<file path="src/rtl/adc_pulse_finder.sv">
// Pulse finder for a 14-bit ADC stream: tracking baseline, threshold trigger, TOT/amplitude word.
// Optional sample-count timestamp enabled by defining ADC_PULSE_FINDER_TIMESTAMP_EN.
module adc_pulse_finder #(
    parameter int unsigned TOT_WIDTH = 8,
    parameter int unsigned TS_WIDTH  = 10
) (
    input  logic        CLK,
    input  logic        RST,
    input  logic [13:0] ADC_DATA,
    input  logic        ADC_VALID,
    input  logic        CONF_EN,
    input  logic [13:0] CONF_THRESHOLD,
    input  logic [7:0]  CONF_HOLDOFF,
    output logic [31:0] DATA_OUT,
    output logic        DATA_VALID,
    input  logic        DATA_READY,
    output logic [7:0]  LOST_CNT,
    output logic [13:0] BASELINE
);

    typedef enum logic [1:0] {StIdle, StPulse, StHoldoff} state_e;

    localparam logic [TOT_WIDTH-1:0] TotMax = '1;

    state_e                 state_q, state_d;
    logic [13:0]            bl_q, bl_d;
    logic                   bl_loaded_q, bl_loaded_d;
    logic [TOT_WIDTH-1:0]   tot_q, tot_d;
    logic [13:0]            xmax_q, xmax_d;
    logic [7:0]             hold_q, hold_d;
    logic [31:0]            dout_q, dout_d;
    logic                   dv_q, dv_d;
    logic [7:0]             lost_q, lost_d;

    logic [14:0]            level;
    logic                   above;
    logic signed [14:0]     diff;
    logic signed [14:0]     bl_upd;
    logic                   enter_pulse;
    logic                   word_done;
    logic [13:0]            ampl;
    logic [TS_WIDTH-1:0]    ts_word;

    // Trigger level kept at 15 bits so a large threshold never wraps below the sample range.
    assign level  = {1'b0, bl_q} + {1'b0, CONF_THRESHOLD};
    assign above  = {1'b0, ADC_DATA} > level;
    assign diff   = $signed({1'b0, ADC_DATA}) - $signed({1'b0, bl_q});
    assign bl_upd = $signed({1'b0, bl_q}) + (diff >>> 4);
    assign ampl   = xmax_q - bl_q;

    always_comb begin
        state_d     = state_q;
        bl_d        = bl_q;
        bl_loaded_d = bl_loaded_q;
        tot_d       = tot_q;
        xmax_d      = xmax_q;
        hold_d      = hold_q;
        enter_pulse = 1'b0;
        word_done   = 1'b0;
        if (ADC_VALID) begin
            if (!bl_loaded_q) begin
                // First sample only seeds the baseline; it cannot trigger.
                bl_d        = ADC_DATA;
                bl_loaded_d = 1'b1;
            end else begin
                unique case (state_q)
                    StIdle: begin
                        if (CONF_EN && above) begin
                            state_d     = StPulse;
                            tot_d       = TOT_WIDTH'(1);
                            xmax_d      = ADC_DATA;
                            enter_pulse = 1'b1;
                        end else begin
                            bl_d = 14'(bl_upd);
                        end
                    end
                    StPulse: begin
                        if (!CONF_EN) begin
                            state_d = StIdle;
                        end else if (above) begin
                            if (tot_q != TotMax) tot_d = tot_q + 1'b1;
                            if (ADC_DATA > xmax_q) xmax_d = ADC_DATA;
                        end else begin
                            state_d   = StHoldoff;
                            hold_d    = 8'd0;
                            word_done = 1'b1;
                        end
                    end
                    StHoldoff: begin
                        if (!CONF_EN || hold_q >= CONF_HOLDOFF) begin
                            state_d = StIdle;
                        end else begin
                            hold_d = hold_q + 8'd1;
                        end
                    end
                    default: state_d = StIdle;
                endcase
            end
        end
    end

    always_comb begin
        dout_d = dout_q;
        dv_d   = dv_q;
        lost_d = lost_q;
        if (word_done) begin
            // A word is only lost if the pending one is not being taken this cycle.
            if (dv_q && !DATA_READY) begin
                if (lost_q != 8'hff) lost_d = lost_q + 8'd1;
            end else begin
                dout_d = {8'(tot_q), ampl, 10'(ts_word)};
                dv_d   = 1'b1;
            end
        end else if (dv_q && DATA_READY) begin
            dv_d = 1'b0;
        end
    end

    always_ff @(posedge CLK) begin
        if (RST) begin
            state_q     <= StIdle;
            bl_q        <= 14'd0;
            bl_loaded_q <= 1'b0;
            tot_q       <= '0;
            xmax_q      <= 14'd0;
            hold_q      <= 8'd0;
            dout_q      <= 32'd0;
            dv_q        <= 1'b0;
            lost_q      <= 8'd0;
        end else begin
            state_q     <= state_d;
            bl_q        <= bl_d;
            bl_loaded_q <= bl_loaded_d;
            tot_q       <= tot_d;
            xmax_q      <= xmax_d;
            hold_q      <= hold_d;
            dout_q      <= dout_d;
            dv_q        <= dv_d;
            lost_q      <= lost_d;
        end
    end

`ifdef ADC_PULSE_FINDER_TIMESTAMP_EN
    logic [TS_WIDTH-1:0] ts_q, ts_d;
    logic [TS_WIDTH-1:0] pts_q, pts_d;

    always_comb begin
        ts_d  = ADC_VALID ? ts_q + 1'b1 : ts_q;
        pts_d = enter_pulse ? ts_q : pts_q;
    end

    always_ff @(posedge CLK) begin
        if (RST) begin
            ts_q  <= '0;
            pts_q <= '0;
        end else begin
            ts_q  <= ts_d;
            pts_q <= pts_d;
        end
    end

    assign ts_word = pts_q;
`else
    assign ts_word = '0;
`endif

    assign DATA_OUT   = dout_q;
    assign DATA_VALID = dv_q;
    assign LOST_CNT   = lost_q;
    assign BASELINE   = bl_q;

endmodule

</file>
<file path="config.mk">
export PLATFORM = sky130hd
export DESIGN_NAME = adc_pulse_finder
export DESIGN_NICKNAME = d
export VERILOG_FILES = /design/src/rtl/adc_pulse_finder.sv
export SDC_FILE = /design/constraint.sdc
export NUM_CORES = 1
export LEC_CHECK = 0
export CELL_PAD_IN_SITES_DETAIL_PLACEMENT = 1
export CELL_PAD_IN_SITES_GLOBAL_PLACEMENT = 1
export CORE_ASPECT_RATIO = 0.5
export CORE_MARGIN = 10
export CORE_UTILIZATION = 42
export DETAILED_ROUTE_END_ITERATION = 10
export MAX_ROUTING_LAYER = met4
export PLACE_DENSITY = 0.89
export SYNTH_ARGS = -nofsm -noshare
export SYNTH_HDL_FRONTEND = slang
export SYNTH_SLANG_ARGS = --single-unit
</file>
<file path="constraint.sdc">
create_clock -name CLK -period 6.65 [get_ports CLK]
set_clock_uncertainty 0.2 [all_clocks]
set_input_delay 1.6625 -clock CLK [delete_from_list [all_inputs] [get_ports CLK]]
set_output_delay 1.6625 -clock CLK [all_outputs]
set_load 0.01 [all_outputs]
</file>
# --- Yosys cells after proc, flatten, opt, wreduce, memory -nomap -nowiden ---
# Index checks and enable logic that the tools add are counted.
op_classes:
  n_addsub: 7
  n_lt_le_gt_ge: 3
  eq_ne: 16
  n_mux: 30
  bitwise: 1
  reduce_logical: 18
ops:
  columns: ["operator", "count"]
  rows:
  - ["$mux 14", 7]
  - ["$mux 8", 7]
  - ["$pmux 8 s2", 2]
  - ["$pmux 14 s2", 1]
  - ["$add 8x1->8 const B", 3]
  - ["$ne 2x2->1 const B", 10]
  - ["$ne 8x8->1 const B", 2]
  - ["$add 14x14->15", 1]
  - ["$gt 14x15->1", 1]
  - ["$sub 14x14->15", 1]
  - ["$add 14x11->14", 1]
  - ["$gt 14x14->1", 1]
  - ["$reduce_and 7->1", 2]
  - ["$sub 14x14->14", 1]
  - ["$ge 8x8->1", 1]
  - ["$mux 1", 8]
  - ["$mux 2", 4]
  - ["$pmux 2 s3", 1]
  - ["$reduce_and 3->1", 2]
  - ["$reduce_and 6->1", 1]
  - ["$reduce_bool 2->1", 3]
  - ["$reduce_and 5->1", 1]
  - ["$reduce_and 2->1", 2]
  - ["$logic_and 1x1->1", 3]
  - ["other kinds (8)", 9]
totals:
  register_bits: 78
  input_bits: 41
  out_inout_bits: 55

# --- Logic depth before layout (Yosys ltp) ---
# Gate-level depths: netlist (run 1).
logic_depth:
  word_depth: 9
  depth_mapped: 19
  mapped_depth_nobuf: 19

# --- Worst setup path before layout (run 1) ---
# OpenSTA, ideal clock, no wires.
synth_timing:
  kind: "in2reg"
  startpoint: "in CONF_THRESHOLD[1]"
  endpoint: "reg lost_q[7], in the netlist LOST_CNT[7]"
  setup_time_ns: 0.123
  arrival_ns: 5.338
  required_time_ns: 6.327
  setup_slack_ns: 0.989
  path_stages: 18
  path_buffers: 0
  cell_sequence: "ha_1 a21o_1 a21oi_1 o21ba_2 o21ai_0 a211oi_1 o31ai_1 a21oi_1 xor2_1 ha_1 a211oi_1 nand2_1 a2111oi_2 a211oi_4 o21a_4 nor4_4 and2b_1 mux2_1"
synth_via:
  elab_chain_len: 8
synth_lines:
  columns: ["element", "line_no", "text"]
  rows:
  - ["start, declared", "12", "input logic [13:0] CONF_THRESHOLD,"]
  - ["$add 14x14->15", "45", "assign level = {1'b0, bl_q} + {1'b0, CONF_THRESHOLD};"]
  - ["$gt 14x15->1", "46", "assign above = {1'b0, ADC_DATA} > level;"]
  - ["$mux 1", "80", "end else if (above) begin"]
  - ["$mux 1", "78", "if (!CONF_EN) begin"]
  - ["$mux 1", "66", "unique case (state_q)"]
  - ["$mux 1", "61", "if (!bl_loaded_q) begin"]
  - ["$mux 1", "60", "if (ADC_VALID) begin"]
  - ["$reduce_and 3->1 (no line)", null, null]
  - ["end signal, assigned", "139", "lost_q <= lost_d;"]
  - ["end, declared", "33", "logic [7:0] lost_q, lost_d;"]
# Every way passes these cells.
# A chain may end at the register's enable or synchronous reset.

# --- Worst setup path in the final report (run 1) ---
# Ends and elaborated chain as after synthesis.

==> results.toml, run 1 <==
[global_routing]
grt_usage_pct = 20.4
grt_overflow = 0
grt_pass1_wl_um = 35000
antenna_found_initial = 0
grt_pass1_vias = 7017
grt_max_degree = 50

[power]
p_total_uw = 1760
p_per_area_nw_per_um2 = 221
vdd_drop_max_v = 0.000131
cellLeakagePower_uw = 0.00321

[timing]
fmax_mhz = 160
setup_tns_ns = 0
timing.final.crit_share_pct = 94.1
hold_violations = 0
rsz0062_at_grt = "false"
relSlewSlack_pct = 45.4
setup_viol = 0
drv_slew = 0
worst_pin_slew_ns = 0.819
min_period_ns = 6.26

[placed_design]
place_congestion = 0.924
placedCellCount = 1097
port_buffers = 85
dp_hpwl_um = 16700

[final_layout]
multi_input_area_um2 = 4690
fin_cells = 1113
nNetsFinal = 1040
seq_area_um2 = 1560
nFillCells = 1884
area_growth_pct = 20.7
antenna_cells = 0
drive_above_1_share_pct = 5.94

[outcome]
outcome = "finished clean"

[logic_synthesis]
yosys_most_used_dff = "dfxtp_1"
synth_seq_cells = 78
ys_seq_area_share_pct = 23.6
synth_edf_count = 0
netlist_instances = 816
yosysWarnings = 0
syn_area_um2 = 6610
avgSynthCellArea_um2 = 8.10
synth_cell_types = 69
synthArstFlopShare_pct = 0

[floorplan]
dieArea_um2 = 21500
ios = 96
num_rows = 32
coreArea_um2 = 15400
start_util_pct = 42.9
die_w_um = 197
die_y_um = 109

[clock_tree]
cts_setup_buffers = 0
hold_buffers = 0
cts_buffers = 9
cts.path.max_buffers = 2
cts_sinks = 78
cts.reportedPaths.clkPinSlew_ns = 0.06
insertion_delay_ns = 0.34
cts_tree = "done"
cts_resized = 0
cts-root-buf = "clkbuf_16"
htree_levels = 3

[setup_path]
cp_slowest_stage_delay_ns = 0.47
required_ns = 6.68
cp_num_buf_inv = 1
crit_chain = "clkdlybuf4s50_1 > ha_1 > a21o_1 > a21oi_1 > o21ba_2 > o21ai_0 > a211oi_1 > o31ai_1 > a21oi_1 > xor2_1 > ha_1 > a211oi_1 > nand2_1 > a2111oi_2 > a211oi_4 > o21a_4 > nor4_4 > and2b_1 > mux2_1"
crit_family = "compound AO/OA/AOI/OAI gates"
critical_path_class = "input pin to flop"
cp-start-kind = "input pin"
critPathCaptureType = "flop"
cp_max_fo = 7
cp_slowest_cell = "a2111oi_2"
arrival_ns = 6.29

[routing]
wire_per_inst_um = 19.2
ant_nets = 0
routed_wl_um = 21400
dr.pass1.iters = 4
drt-initial-drc-count = 361
viasPerCell = 5.79
drcViolationCount = 0
vias = 6441

[run]
maxCapViolCount = 0

[worst_hold_path]
hp-class = "flop to flop"
## Yosys cell counts, types with 20 or more instances
library cell | n | area share, %
o21ai_0 | 34 | 2.6
dfxtp_1 | 78 | 24
mux2i_1 | 23 | 3.5
xnor2_1 | 22 | 2.9
nor2_1 | 63 | 3.6
inv_1 | 53 | 3.0
nor3_1 | 26 | 2.0
ha_1 | 92 | 17
nand2_1 | 64 | 3.6
a21oi_1 | 73 | 5.5
nand2b_1 | 43 | 4.1
a211oi_1 | 35 | 4.0
nand3_1 | 20 | 1.5
## worst paths after layout
check,startpoint,end,slack (ns),cells after the start
setup / recovery,CONF_THRESHOLD[1],LOST_CNT[7],0.39,19
setup reg to reg,BASELINE[1],LOST_CNT[7],1.53,18
hold reg to reg,DATA_OUT[31],DATA_OUT[31],0.26,2
hold / removal,DATA_OUT[31],DATA_OUT[31],0.26,2
## where the power goes
part           switching, uW  internal (uW)
Combinational            454            331
Sequential              22.9            483
Clock                    207            263
Total                    684           1080
## cell usage in the layout (no fill, tap or decap), drive strengths merged, types with 6 or more instances in the layout
| cell | synthesis | routed |
|---|---|---|
| nor2 | 64 | 64 |
| a21o | 14 | 14 |
| and3 | 7 | 7 |
| clkbuf | 13 | 11 |
| conb | 1 | 10 |
| dfxtp | 78 | 78 |
| nand2 | 66 | 66 |
| inv | 53 | 54 |
| clkdlybuf4s50 | 0 | 84 |
| xnor2 | 22 | 22 |
| o21a | 13 | 13 |
| ha | 92 | 92 |
| o2111ai | 7 | 7 |
| nor2b | 6 | 6 |
| o21ai | 38 | 38 |
| mux2i | 23 | 23 |
| nand3 | 21 | 21 |
| xor2 | 17 | 17 |
| or3 | 8 | 8 |
| nand2b | 43 | 43 |
| a21oi | 75 | 75 |
| buf | 19 | 16 |
| nand4 | 9 | 9 |
| o211ai | 6 | 6 |
| nor3 | 27 | 27 |
| a211oi | 36 | 36 |
## sequential cells by signal, summed over array words and instances, names as in the netlist
name	flops
xmax_q	14
bl_loaded_q	1
DATA_OUT	22
tot_q	8
state_q	2
LOST_CNT	8
DATA_VALID	1
BASELINE	14
hold_q	8
## per-stage QoR
stage	worst slack, ns	area [um^2]	hold slack [ns]	utilization, %
4_1_cts	0.428	7980	0.261	51.8
6_report	0.391	7980	0.256	51.8
3_3_place_gp	0.272	7700	0.240	50.0
5_1_grt	0.177	7980	0.285	51.8
3_5_place_dp	0.0788	7700	0.252	50.0
2_1_floorplan	0.989	6640	0.246	-
## area by class of cell
class,count,share of cell area [%]
Clock buffer,11,3.04
Clock inverter,5,0.408
Tap cell,204,3.20
Multi-Input combinational cell,661,58.8
Timing Repair Buffer,100,12.5
Sequential cell,78,19.6
Inverter,54,2.54
## worst reg2reg max path, cell delays in order, from the launching register on
cell and delay (ns):
dfxtp_1 0.62, ha_1 0.32, a21o_1 0.17, a21oi_1 0.23, o21ba_2 0.17, o21ai_0 0.16, a211oi_1 0.35, o31ai_1 0.15
a21oi_1 0.21, xor2_1 0.17, ha_1 0.30, a211oi_1 0.27, nand2_1 0.10, a2111oi_2 0.47, a211oi_4 0.13, o21a_4 0.20
nor4_4 0.30, and2b_1 0.18, mux2_1 0.31
## routing by layer
metal	up-vias	track usage (%)	routed length, um
li1	3085	-	-
met1	3177	23.3	9670
met2	134	36.3	10500
met3	45	3.26	793
met4	0	6.38	476
met5	-	-	0
## cells by family after synthesis
logic type / Yosys count / share of synthesized area (%)
mux: 24 / 3.65
other cells: 1 / 0.0567
buf+inv: 86 / 5.93
simple gates: 279 / 21.6
fa+ha+maj: 95 / 18.3
compound gates: 214 / 21.6
xor+xnor: 39 / 5.17
flops: 78 / 23.6
Note: power is estimated with default switching activity, not from simulation.
==> run 2, diff against run 1 <==
--- a/config.mk
+++ b/config.mk
@@ -11,6 +11,7 @@
 export CORE_MARGIN = 10
 export CORE_UTILIZATION = 42
 export DETAILED_ROUTE_END_ITERATION = 10
+export GPL_ROUTABILITY_DRIVEN = 0
 export MAX_ROUTING_LAYER = met4
 export PLACE_DENSITY = 0.89
 export SYNTH_ARGS = -nofsm -noshare
==> results of run 2 <==
Final layout, timing and power as in run 1 (identical DEF).
